**src/rtl/ram_dp_port_arbiter_pkg.sv**
```systemverilog
// Shared definitions for the dual-port RAM port arbiter.
//   NUM_CLIENTS      : number of requesters sharing each RAM port
//   GNT_NONE/C0/C1   : one-hot grant encodings used on wr_ack/rd_ack
//   prio_t           : round-robin priority pointer (which client wins a tie)
package ram_dp_port_arbiter_pkg;

    localparam int NUM_CLIENTS = 2;

    localparam logic [NUM_CLIENTS-1:0] GNT_NONE = 2'b00;
    localparam logic [NUM_CLIENTS-1:0] GNT_C0   = 2'b01;
    localparam logic [NUM_CLIENTS-1:0] GNT_C1   = 2'b10;

    typedef enum logic {
        PREFER_C0 = 1'b0,
        PREFER_C1 = 1'b1
    } prio_t;

endpackage

```
**src/rtl/ram_dp_port_arbiter_if.sv**
```systemverilog
// Bus bundle between two clients, the arbiter and the dual-port RAM.
//   Client write side : wr_req, wr_addr0/1, wr_data0/1 -> wr_ack
//   Client read side  : rd_req, rd_addr0/1 -> rd_ack, rd_valid, rd_data
//   RAM side          : ram_we, ram_addr_wr, ram_data_wr, ram_addr_rd <- ram_data_rd
// Modports:
//   master : clients plus RAM (drive requests and ram_data_rd)
//   slave  : the arbiter
interface ram_dp_port_arbiter_if #(
    parameter int WIDTH     = 8,
    parameter int DEPTH_LOG = 4
);
    import ram_dp_port_arbiter_pkg::*;

    logic [NUM_CLIENTS-1:0] wr_req;
    logic [DEPTH_LOG-1:0]   wr_addr0;
    logic [DEPTH_LOG-1:0]   wr_addr1;
    logic [WIDTH-1:0]       wr_data0;
    logic [WIDTH-1:0]       wr_data1;
    logic [NUM_CLIENTS-1:0] wr_ack;

    logic [NUM_CLIENTS-1:0] rd_req;
    logic [DEPTH_LOG-1:0]   rd_addr0;
    logic [DEPTH_LOG-1:0]   rd_addr1;
    logic [NUM_CLIENTS-1:0] rd_ack;
    logic [NUM_CLIENTS-1:0] rd_valid;
    logic [WIDTH-1:0]       rd_data;

    logic                   ram_we;
    logic [DEPTH_LOG-1:0]   ram_addr_wr;
    logic [WIDTH-1:0]       ram_data_wr;
    logic [DEPTH_LOG-1:0]   ram_addr_rd;
    logic [WIDTH-1:0]       ram_data_rd;

    modport master (
        output wr_req, wr_addr0, wr_addr1, wr_data0, wr_data1,
        output rd_req, rd_addr0, rd_addr1,
        output ram_data_rd,
        input  wr_ack, rd_ack, rd_valid, rd_data,
        input  ram_we, ram_addr_wr, ram_data_wr, ram_addr_rd
    );

    modport slave (
        input  wr_req, wr_addr0, wr_addr1, wr_data0, wr_data1,
        input  rd_req, rd_addr0, rd_addr1,
        input  ram_data_rd,
        output wr_ack, rd_ack, rd_valid, rd_data,
        output ram_we, ram_addr_wr, ram_data_wr, ram_addr_rd
    );

endinterface

```
**src/rtl/ram_dp_port_arbiter_rr_arb2.sv**
```systemverilog
// Two-requester round-robin arbiter with a registered priority pointer.
//   clk : clock, rising edge
//   rst : asynchronous active-high reset; also forces gnt to zero
//   req : request per client
//   gnt : one-hot grant, combinational from req and the pointer
module rr_arb2 (
    input  logic       clk,
    input  logic       rst,
    input  logic [1:0] req,
    output logic [1:0] gnt
);
    import ram_dp_port_arbiter_pkg::*;

    prio_t ptr;

    always_comb begin
        gnt = GNT_NONE;
        if (!rst) begin
            case (req)
                2'b01:   gnt = GNT_C0;
                2'b10:   gnt = GNT_C1;
                2'b11:   gnt = (ptr == PREFER_C1) ? GNT_C1 : GNT_C0;
                default: gnt = GNT_NONE;
            endcase
        end
    end

    // The client just served loses the next tie; no grant leaves the pointer alone.
    always_ff @(posedge clk or posedge rst) begin
        if (rst) begin
            ptr <= PREFER_C0;
        end else if (gnt == GNT_C0) begin
            ptr <= PREFER_C1;
        end else if (gnt == GNT_C1) begin
            ptr <= PREFER_C0;
        end
    end

endmodule

```
**src/rtl/ram_dp_port_arbiter.sv**
```systemverilog
// Shares the write port and the asynchronous read port of a dual-port RAM
// between two clients. Each port has its own round-robin arbiter, so one
// write and one read can be granted in the same cycle. Read data is captured
// on the granted edge and returned with a per-client rd_valid pulse.
//   clk : clock, rising edge
//   rst : asynchronous active-high reset
//   bus : client request/ack signals and RAM port signals (slave modport)
module ram_dp_port_arbiter #(
    parameter int WIDTH     = 8,
    parameter int DEPTH     = 16,
    parameter int DEPTH_LOG = $clog2(DEPTH)
) (
    input  logic                  clk,
    input  logic                  rst,
    ram_dp_port_arbiter_if.slave  bus
);
    import ram_dp_port_arbiter_pkg::*;

    logic [NUM_CLIENTS-1:0] wr_gnt;
    logic [NUM_CLIENTS-1:0] rd_gnt;
    logic [NUM_CLIENTS-1:0] rd_valid_q;
    logic [WIDTH-1:0]       rd_data_q;
    logic [WIDTH-1:0]       wr_data_mux;
    logic [DEPTH_LOG-1:0]   wr_addr_mux;
    logic [DEPTH_LOG-1:0]   rd_addr_mux;

    rr_arb2 u_wr_arb (
        .clk (clk),
        .rst (rst),
        .req (bus.wr_req),
        .gnt (wr_gnt)
    );

    rr_arb2 u_rd_arb (
        .clk (clk),
        .rst (rst),
        .req (bus.rd_req),
        .gnt (rd_gnt)
    );

    // Ungranted (and in-reset) cycles drive zeros onto the RAM address/data.
    always_comb begin
        wr_addr_mux = '0;
        wr_data_mux = '0;
        case (wr_gnt)
            GNT_C0: begin
                wr_addr_mux = bus.wr_addr0;
                wr_data_mux = bus.wr_data0;
            end
            GNT_C1: begin
                wr_addr_mux = bus.wr_addr1;
                wr_data_mux = bus.wr_data1;
            end
            default: ;
        endcase
    end

    always_comb begin
        rd_addr_mux = '0;
        case (rd_gnt)
            GNT_C0:  rd_addr_mux = bus.rd_addr0;
            GNT_C1:  rd_addr_mux = bus.rd_addr1;
            default: ;
        endcase
    end

    // Capturing at the granted edge reads the RAM before any same-edge write
    // lands, so a colliding read sees the old contents.
    always_ff @(posedge clk or posedge rst) begin
        if (rst) begin
            rd_valid_q <= GNT_NONE;
            rd_data_q  <= '0;
        end else begin
            rd_valid_q <= rd_gnt;
            if (|rd_gnt) begin
                rd_data_q <= bus.ram_data_rd;
            end
        end
    end

    assign bus.wr_ack      = wr_gnt;
    assign bus.rd_ack      = rd_gnt;
    assign bus.ram_we      = |wr_gnt;
    assign bus.ram_addr_wr = wr_addr_mux;
    assign bus.ram_data_wr = wr_data_mux;
    assign bus.ram_addr_rd = rd_addr_mux;
    assign bus.rd_valid    = rd_valid_q;
    assign bus.rd_data     = rd_data_q;

endmodule

```
**src/flat_wrapper.sv**
```systemverilog
// flat-port wrapper written by rule: the top's interface ports become plain ports
module ram_dp_port_arbiter_flat import ram_dp_port_arbiter_pkg::*;
#(
    parameter int WIDTH     = 8,
    parameter int DEPTH     = 16,
    parameter int DEPTH_LOG = $clog2(DEPTH)
)
  (clk, rst, bus_wr_req, bus_wr_addr0, bus_wr_addr1, bus_wr_data0, bus_wr_data1, bus_rd_req, bus_rd_addr0, bus_rd_addr1, bus_ram_data_rd, bus_wr_ack, bus_rd_ack, bus_rd_valid, bus_rd_data, bus_ram_we, bus_ram_addr_wr, bus_ram_data_wr, bus_ram_addr_rd);
  ram_dp_port_arbiter_if #(.WIDTH(WIDTH), .DEPTH_LOG(DEPTH_LOG)) bus_i ();
  input  logic clk;
  input  logic rst;
  input wire logic [$bits(bus_i.wr_req)-1:0] bus_wr_req;
  input wire logic [$bits(bus_i.wr_addr0)-1:0] bus_wr_addr0;
  input wire logic [$bits(bus_i.wr_addr1)-1:0] bus_wr_addr1;
  input wire logic [$bits(bus_i.wr_data0)-1:0] bus_wr_data0;
  input wire logic [$bits(bus_i.wr_data1)-1:0] bus_wr_data1;
  input wire logic [$bits(bus_i.rd_req)-1:0] bus_rd_req;
  input wire logic [$bits(bus_i.rd_addr0)-1:0] bus_rd_addr0;
  input wire logic [$bits(bus_i.rd_addr1)-1:0] bus_rd_addr1;
  input wire logic [$bits(bus_i.ram_data_rd)-1:0] bus_ram_data_rd;
  output wire logic [$bits(bus_i.wr_ack)-1:0] bus_wr_ack;
  output wire logic [$bits(bus_i.rd_ack)-1:0] bus_rd_ack;
  output wire logic [$bits(bus_i.rd_valid)-1:0] bus_rd_valid;
  output wire logic [$bits(bus_i.rd_data)-1:0] bus_rd_data;
  output wire logic [$bits(bus_i.ram_we)-1:0] bus_ram_we;
  output wire logic [$bits(bus_i.ram_addr_wr)-1:0] bus_ram_addr_wr;
  output wire logic [$bits(bus_i.ram_data_wr)-1:0] bus_ram_data_wr;
  output wire logic [$bits(bus_i.ram_addr_rd)-1:0] bus_ram_addr_rd;
  assign bus_i.wr_req = bus_wr_req;
  assign bus_i.wr_addr0 = bus_wr_addr0;
  assign bus_i.wr_addr1 = bus_wr_addr1;
  assign bus_i.wr_data0 = bus_wr_data0;
  assign bus_i.wr_data1 = bus_wr_data1;
  assign bus_i.rd_req = bus_rd_req;
  assign bus_i.rd_addr0 = bus_rd_addr0;
  assign bus_i.rd_addr1 = bus_rd_addr1;
  assign bus_i.ram_data_rd = bus_ram_data_rd;
  assign bus_wr_ack = bus_i.wr_ack;
  assign bus_rd_ack = bus_i.rd_ack;
  assign bus_rd_valid = bus_i.rd_valid;
  assign bus_rd_data = bus_i.rd_data;
  assign bus_ram_we = bus_i.ram_we;
  assign bus_ram_addr_wr = bus_i.ram_addr_wr;
  assign bus_ram_data_wr = bus_i.ram_data_wr;
  assign bus_ram_addr_rd = bus_i.ram_addr_rd;
  ram_dp_port_arbiter #(.WIDTH(WIDTH), .DEPTH(DEPTH), .DEPTH_LOG(DEPTH_LOG)) u_core (.clk(clk), .rst(rst), .bus(bus_i));
endmodule
```
**config.mk**
```make
export PLATFORM = sky130hd
export DESIGN_NAME = ram_dp_port_arbiter_flat
export DESIGN_NICKNAME = d
export VERILOG_FILES = /design/src/rtl/ram_dp_port_arbiter_pkg.sv /design/src/rtl/ram_dp_port_arbiter_if.sv /design/src/rtl/ram_dp_port_arbiter_rr_arb2.sv /design/src/rtl/ram_dp_port_arbiter.sv /design/src/flat_wrapper.sv
export SDC_FILE = /design/constraint.sdc
export NUM_CORES = 1
export LEC_CHECK = 0
export ABC_AREA = 1
export CAP_MARGIN = 15
export CORE_ASPECT_RATIO = 1.2
export CORE_MARGIN = 5
export CORE_UTILIZATION = 34
export DETAILED_ROUTE_END_ITERATION = 16
export MAX_ROUTING_LAYER = met4
export PLACE_DENSITY = 0.86
export SETUP_SLACK_MARGIN = 0.15
export SLEW_MARGIN = 0
export SYNTH_ARGS = -nofsm -noshare
export SYNTH_HDL_FRONTEND = slang
export SYNTH_SLANG_ARGS = --single-unit
```
**constraint.sdc**
```tcl
create_clock -name clk -period 9.92 [get_ports clk]
set_clock_uncertainty 0.15 [all_clocks]
set_input_delay 2.976 -clock clk [delete_from_list [all_inputs] [get_ports clk]]
set_output_delay 2.976 -clock clk [all_outputs]
set_load 0.02 [all_outputs]
```
Word level (Yosys, flattened, before mapping):

Index checks and enable logic that the tools add are counted.

* word-level logic and storage cells: 31
* output and inout port bits: 31
* flip-flop bits (word level): 12
* input port bits: 46

* mux-type cells: 13
* equality and inequality tests: 10
* reduce and logical (&&, ||, !) cells: 4

Operators by type and width (count)
* 4-bit one-hot mux with 2 select lines: 2
* 8-bit one-hot mux with 2 select lines: 1
* 2-bit == test, second input constant: 6
* 2-bit one-hot mux with 3 select lines: 2
* 2-bit by 1-bit == test with 1-bit output, second input constant: 4
* 2-bit 2-to-1 mux: 4
* 1-bit 2-to-1 mux: 4
* 2-bit nonzero test: 2
* 2-bit OR reduction: 2

Depth between registers and ports, before layout:

* depth in word-level cells: 6
* mapped depth: 8
* depth with buffers taken out: 6

Hierarchy:

From an unflattened synthesis, not the netlist that was laid out.

* cells, all modules: 138
* area total of the unflattened synthesis: 934.6 um^2

By module, submodules not included
* ram_dp_port_arbiter: instances 1, cells each 100, area each 729.4 um^2, seq. area each 250.2 um^2
* rr_arb2: instances 2, cells each 19, area each 102.6 um^2, seq. area each 25.0 um^2

Least setup slack after synthesis:

OpenSTA, ideal clock, no wires.

* path type: input to output
* start: input rst
* end: output bus_ram_data_wr[5]
* stages on the path: 7
* required time: 6.794 ns
* setup slack: 2.346 ns
* data arrival time: 4.448 ns
* path buffers: 1
* cells stage by stage: inv_1 -> nand2_1 -> nor2_1 -> ha_1 -> buf_2 -> nand3_1 -> nand2_1

* word-level cells in the longest chain between the ends: 3
* elaborated cells between the ends (all ways): 4
* classes of those cells: eq/ne: 2; mux: 2

Ends and longest elaborated chain
* start, declared: line flat_wrapper.sv:11 `input logic rst;`
* 2-bit 2-to-1 mux *: line ram_dp_port_arbiter_rr_arb2.sv:18 `if (!rst) begin`
* named net bus_wr_ack[1]: line flat_wrapper.sv:21 `output wire logic [$bits(bus_i.wr_ack)-1:0] bus_wr_ack;`
* 2-bit == test / 2-bit by 1-bit == test with 1-bit output (equally long branches): line ram_dp_port_arbiter.sv:45 `case (wr_gnt)`
* 8-bit one-hot mux with 2 select lines *: line ram_dp_port_arbiter.sv:45
* end, declared: line flat_wrapper.sv:27 `output wire logic [$bits(bus_i.ram_data_wr)-1:0] bus_ram_data_wr;`

Mark *: on every way through the listed nets, which the timed path passes. The rest lies on a longest branch.

Final worst setup path:

* start: input rst
* end: output bus_ram_data_wr[6]

* word-level cells in the longest chain between the ends: 3
* elaborated cells between the ends (all ways): 4
* classes of those cells: eq/ne: 2; mux: 2

Ends and longest elaborated chain (line)
* 2-bit 2-to-1 mux *: ram_dp_port_arbiter_rr_arb2.sv:18
* 2-bit == test / 2-bit by 1-bit == test with 1-bit output (equally long branches): ram_dp_port_arbiter.sv:45
* 8-bit one-hot mux with 2 select lines *: ram_dp_port_arbiter.sv:45

Mark *: on every way between the ends. The rest lies on a longest branch, timed or not.

==> impl_results.md <==
* Pre-antenna DRT Iters at 4
* Initial core utilization at 35.2%
* Drt total wl at 3050 um
* Vias/cell at 4.75
* H-tree depth at 1
* Final HPWL DP at 2470 um
* Total global routing overflow at 0
* Die area at 3750 um^2
* Area of the multi-input gates at 460 um^2
* Num rows at 20
* GR Layer Usage met3 at 2.93%
* Gr busiest metal: met2
* Mean post-synth cell area at 6.80 um^2
* CP required at 6.79 ns
* Syn_nets at 183
* Final period util at 89.5%
* Root Buffer: clkbuf_4
* Core Area at 2530 um^2
* Tot GR Track Use at 17.0%
* DIE WIDTH at 56.7 um
* Post-synthesis sequential area ratio at 33.7%
* Final Wtd Congestion at 0.873
* Crit path time final at 8.88 ns
* Crit end category: output pin
* Worst-path clk slew at 0.07 ns
* Hold_buf cts at 0
* Inserted Clock Buffers at 3
* Post-synth top area cell: dfrtp_1
* Final nets at 257
* Fillcell total at 221
* Initial DRC Count at 36
* Setup TNS at 0 ns
* Deepest clock path buffer count at 2
* RSZ-0062 raised after global routing: false
* Die Ht at 66.1 um
* Post-DP Area at 1630 um^2
* Share of layout cells above drive strength 1 at 1.96%
* I/O pin cnt at 77
* Antenna Cells at 0
* Top post-synthesis cells by area: dfrtp_1 34%, nand3_1 19%, nand2_1 15%, ha_1 8.4%, inv_1 7.6%
* Largest net degree at the start of global routing at 27
* Critical path's slowest cell: ha_1
* Synth Warn # at 0
* CP Class: in -> out
* Final hold vios at 0
* First-pass GRT wire length at 4860 um
* # DRC at 0
* TritonCTS clock tree: done
* Synth Register Bits at 12
* Area fraction of the dominant cell type after synthesis at 33.7%
* Slew margin rel. at 53.5%
* Met1 Use GR at 17.3%
* Largest stage delay on the critical path at 0.78 ns
* Final slew viol count at 0
* Worst-Margin Slew at 0.697 ns
* Post-CTS Setup Bufs at 0
* Delay-heaviest family, CP: buffers and inverters
* Min-Delay Path Class: reg -> reg
* Worst path cell trace: clkdlybuf4s50_1 > inv_1 > nand3_1 > ha_1 > nand3_1 > nand2_1 > clkdlybuf4s50_1
* Post-route cell area at 1670 um^2
* Reg area at 300 um^2
* Drt wl/cell at 12.9 um
* Netlist Area Pre-Place at 891 um^2
* Initial antenna violation count at 0
* Final Util at 65.9%
* Count of clock tree sinks at 12
* Clk_lat worst skew at 0.28 ns
* Yosys cell types at 10
* Fmax at 113 MHz
* Leakage at 0.804 nW
* Layout area overhead at 87.1%
* Vias post-DR at 1126
* IO buf count at 76
* Post-CTS sizing at 0
* Vias in the first global route at 1079
* Buf+Inv Stages, Crit Path at 3
* Pwr dens at 114 nW/um^2
* Remaining antenna violation count at 0
* Met2 GRT Util at 31.8%
* Final setup fails at 0
* Worst Path Max Fanout at 26
* Final Power at 0.000190 W
* Outcome: complete, no violations
* Setup crit start kind: input port
* WP data arrival at 5.75 ns
* Cells after Synth at 131
* Max-cap violations at 0
* Worst vdd ir at 0.000105 V
==> synthesized netlist by cell type <==
library cell	number
buf_2	2
buf_6	4
ha_1	6
nand2_1	36
inv_1	18
nand3_1	34
nor2_1	8
buf_4	1
o21ai_0	10
dfrtp_1	12
==> cells in the final DEF, fill, tap and decap left out, drive strengths merged <==
master and count:
clkbuf 4, dfrtp 12, nor2 8, clkdlybuf4s50 76
ha 6, inv 18, nand2 36, o21ai 10
nand3 34
==> stage by stage <==
step                      std cells  hold slack (ns)  worst slack (ns)
after floorplan                 131            0.383              2.35
after global placement          233            0.332              1.15
after detailed placement        233            0.327              1.02
after CTS                       237            0.360              1.01
after global routing            237            0.391             0.735
final                           237            0.353              1.04
==> cells by family (layout without fill, tap and decap cells) <==
group,Yosys count,after routing,synth area share [%]
simple gates,78,78,37.6
buf+inv,25,98,14.6
flops,12,12,33.7
compound gates,10,10,5.62
fa+ha+maj,6,6,8.43
==> where the power goes <==
group | internal (W) | switching (W)
clock | 0.0000223 | 0.0000170
combinational | 0.0000443 | 0.0000437
sequential | 0.0000576 | 0.00000496
total | 0.000124 | 0.0000657
==> worst min-delay path, cell delays in order (launching register included) <==
cell	delay, ns
dfrtp_1	0.35
nand2_1	0.05
o21ai_0	0.06
==> state kept, by name, indices dropped and copies added, names as in the netlist <==
register and count:
u_core.bus.rd_data 8, u_core.u_rd_arb.ptr 1, u_core.u_wr_arb.ptr 1, u_core.bus.rd_valid 2
==> area by class of cell <==
cell class                 instances  share of cell area, %
clock buffer                       4                   2.18
inverter                          18                   4.05
sequential                        12                   18.0
timing repair buffer              76                   45.6
tap                               33                   2.48
multi-input combinational         94                   27.6
==> worst paths after layout <==
| path | startpoint | end | slack (ns) | cells after the start |
|---|---|---|---|---|
| max in group asynchronous | rst | u_core.bus.rd_data[3] | 6.26 | 2 |
| worst max-delay path | rst | bus_ram_data_wr[6] | 1.04 | 7 |
| min in group asynchronous | rst | u_core.bus.rd_data[4] | 2.97 | 2 |
| worst min register to register | u_core.bus.rd_data[7] | u_core.bus.rd_data[7] | 0.35 | 2 |
| worst max register to register | u_core.u_wr_arb.ptr | u_core.u_wr_arb.ptr | 8.04 | 4 |
| worst min-delay path | u_core.bus.rd_data[7] | u_core.bus.rd_data[7] | 0.35 | 2 |
==> per-layer routing <==
layer  wire, um  vias up
met5          0        -
met1       1190      504
met2       1580       55
met4         50        0
met3        230        5
li1           -      562
No activity file was read; power rests on OpenSTA's default activity.
==> patch (same flow settings) <==
`WIDTH` is set to 8 in 3 places; all go to 12.
--- a/src/rtl/ram_dp_port_arbiter_if.sv
+++ b/src/rtl/ram_dp_port_arbiter_if.sv
@@ -6,7 +6,7 @@
 //   master : clients plus RAM (drive requests and ram_data_rd)
 //   slave  : the arbiter
 interface ram_dp_port_arbiter_if #(
-    parameter int WIDTH     = 8,
+    parameter int WIDTH     = 12,
     parameter int DEPTH_LOG = 4
 );
     import ram_dp_port_arbiter_pkg::*;
--- a/src/rtl/ram_dp_port_arbiter.sv
+++ b/src/rtl/ram_dp_port_arbiter.sv
@@ -6,7 +6,7 @@
 //   rst : asynchronous active-high reset
 //   bus : client request/ack signals and RAM port signals (slave modport)
 module ram_dp_port_arbiter #(
-    parameter int WIDTH     = 8,
+    parameter int WIDTH     = 12,
     parameter int DEPTH     = 16,
     parameter int DEPTH_LOG = $clog2(DEPTH)
 ) (
--- a/src/flat_wrapper.sv
+++ b/src/flat_wrapper.sv
@@ -1,7 +1,7 @@
 // flat-port wrapper written by rule: the top's interface ports become plain ports
 module ram_dp_port_arbiter_flat import ram_dp_port_arbiter_pkg::*;
 #(
-    parameter int WIDTH     = 8,
+    parameter int WIDTH     = 12,
     parameter int DEPTH     = 16,
     parameter int DEPTH_LOG = $clog2(DEPTH)
 )
Ports: changed (5 resized); port bits go from 77 to 97. The function was not compared with the original's and may differ.
==> patch against the original RTL <==
- total power up 36%
- wire length rose by 20%
- sequential cell count increased by 4
- critical path depth is 1 higher
- count of clock-buffer cells in the layout did not move
- final area rose by 27%
- setup slack improved by 260 ps
- synthesized area increased by 30%
- highest routed layer unchanged
==> patch: results (changes against the original RTL) <==
- # port buffers: 96 (+26%)
- The met3 layer wire length in the routed design is 413 um (+80%).
* Arithmetic-cell share of the synthesized area counting full adders, half adders and majority gates: 6.49% (-1.9 points)
- The overall fraction of global-route tracks in use came to 15.7% (-1.3 points).
- GP Congestion: 0.762 (-13%)
- Post-Place Cells: 286 (+23%)
- Sequential-to-total area share from yosys stat: 34.6% (+0.89 points)
* Number of nets in the final layout: 318 (+24%)
* Number of distinct library cell variants in the gate-level netlist after synthesis: 12 (+2)
- Fillers: 300 (+36%)
* Placed wire-length estimate: 3.00 mm (+22%)
- Worst reg-to-reg setup slack: 7870 ps (-170 ps)
- The net switching share of the total power came to 33.8% (-0.77 points).
- The compound-cell area share of the yosys netlist was 7.35% (+1.7 points).
* Global-route wire length before repair: 5.60 mm (+15%)
* Static Leakage: 0.00102 uW (+26%)
- Metal-1 WL: 1.48 mm (+24%)
- Met3 GRT Util: 3.52% (+0.59 points)
* Maximum fanout along the worst path: 34 (+31%)
- The fraction of final layout cells sized beyond drive strength 1 is 3.95% (+2.0 points).
- The most critical setup path has its startpoint at bus_wr_req[1].
- The number of instances resized during post-cts repair was 0 (unchanged).
* Data arrival time at the worst-slack endpoint: 5490 ps (-260 ps)
* Average cell area after synthesis: 7.10 um2 (+4.4%)
- Maximum vdd ir drop: 128 uV (+21%)
- The number of flip-flops under the largest register name is 12 (+4).
* Endpoint of the worst setup timing path: bus_ram_data_wr[5]
* Met1 capacity usage during global routing: 17.0% (-0.30 points)
- The slack of the critical path was 1300 ps (+262 ps).
* Via count: 1359 (+21%)
- The power density over the cells came to 122 mW/mm2 (+6.9%).
- Relative to the synthesized area, the layout overhead comes to 83.2%.
- Vias in the first global route: 1276 (+18%)
* Detail-routed via count per cell: 4.69 (-1.4%)
- Violation count after the first detailed-routing iteration: 76 (+110%)
- The synthesized netlist net count came to 227 (+24%).
* Skew-Pair Late Insertion Delay: 250 ps (-30 ps)
- The fraction of met2 tracks used by global routing came to 27.3% (-4.5 points).
* Routed WL: 3.67 mm (+20%)
* Routed length on met2: 1.70 mm (+7.3%)
* Result of the run: finished clean
- Slew headroom: 38.0% (-16 points)
* Root cell of the clock tree: sky130_fd_sc_hd__clkbuf_8
- Pin count of the biggest net entering global routing: 35 (+30%)
* Worst path max stage delay: 900 ps (+120 ps)
* Area of placed instances: 0.00207 mm2 (+27%)
* Ranking of synthesized cells by instance count: sky130_fd_sc_hd__nand2_1 (43), sky130_fd_sc_hd__nand3_1 (42), sky130_fd_sc_hd__inv_1 (22)
- By area the synthesized netlist is led by sky130_fd_sc_hd__dfrtp_1 (35%), sky130_fd_sc_hd__nand3_1 (18%), sky130_fd_sc_hd__nand2_1 (14%).
## patch: cell count changes after synthesis
| cell | before | now |
|---|---|---|
| sky130_fd_sc_hd__nand3_1 | 34 | 42 |
| sky130_fd_sc_hd__nand2_2 | 0 | 1 |
| sky130_fd_sc_hd__inv_1 | 18 | 22 |
| sky130_fd_sc_hd__dfrtp_1 | 12 | 16 |
| sky130_fd_sc_hd__nand2_1 | 36 | 43 |
| sky130_fd_sc_hd__o21ai_2 | 0 | 4 |
| sky130_fd_sc_hd__buf_2 | 2 | 1 |
| sky130_fd_sc_hd__buf_4 | 1 | 3 |
| sky130_fd_sc_hd__buf_6 | 4 | 7 |
## patch: how the worst min path moves through the flow
stage	from	to	slack [ps]	cells past startpoint
2_1_floorplan	u_core.u_rd_arb.ptr	u_core.u_rd_arb.ptr	380	2
3_3_place_gp	u_core.bus.rd_data[9]	u_core.bus.rd_data[9]	310	2
3_5_place_dp	u_core.bus.rd_data[9]	u_core.bus.rd_data[9]	310	2
4_1_cts	u_core.bus.rd_data[9]	u_core.bus.rd_data[9]	330	2
5_1_grt	u_core.bus.rd_data[9]	u_core.bus.rd_data[9]	360	2
6_report	u_core.bus.rd_data[9]	u_core.bus.rd_data[9]	330	2
## patch: final cells by class
| class | instances | share of cell area, % |
|---|---|---|
| timing repair buffer | 97 | 45.7 |
| inverter | 22 | 3.89 |
| multi-input combinational | 114 | 26.8 |
| clock buffer | 4 | 2.60 |
| sequential | 16 | 18.9 |
| tap | 37 | 2.18 |
## patch: power by group through the flow
stage / logic, uW / clock network [uW] / registers (uW)
floorplan: 47.8 / 0 / 97.6
global route: 125 / 62.6 / 85.3
detailed placement: 117 / 0 / 84.8
finish: 116 / 59.0 / 83.5
CTS: 118 / 59.9 / 83.6
global placement: 116 / 0 / 84.3
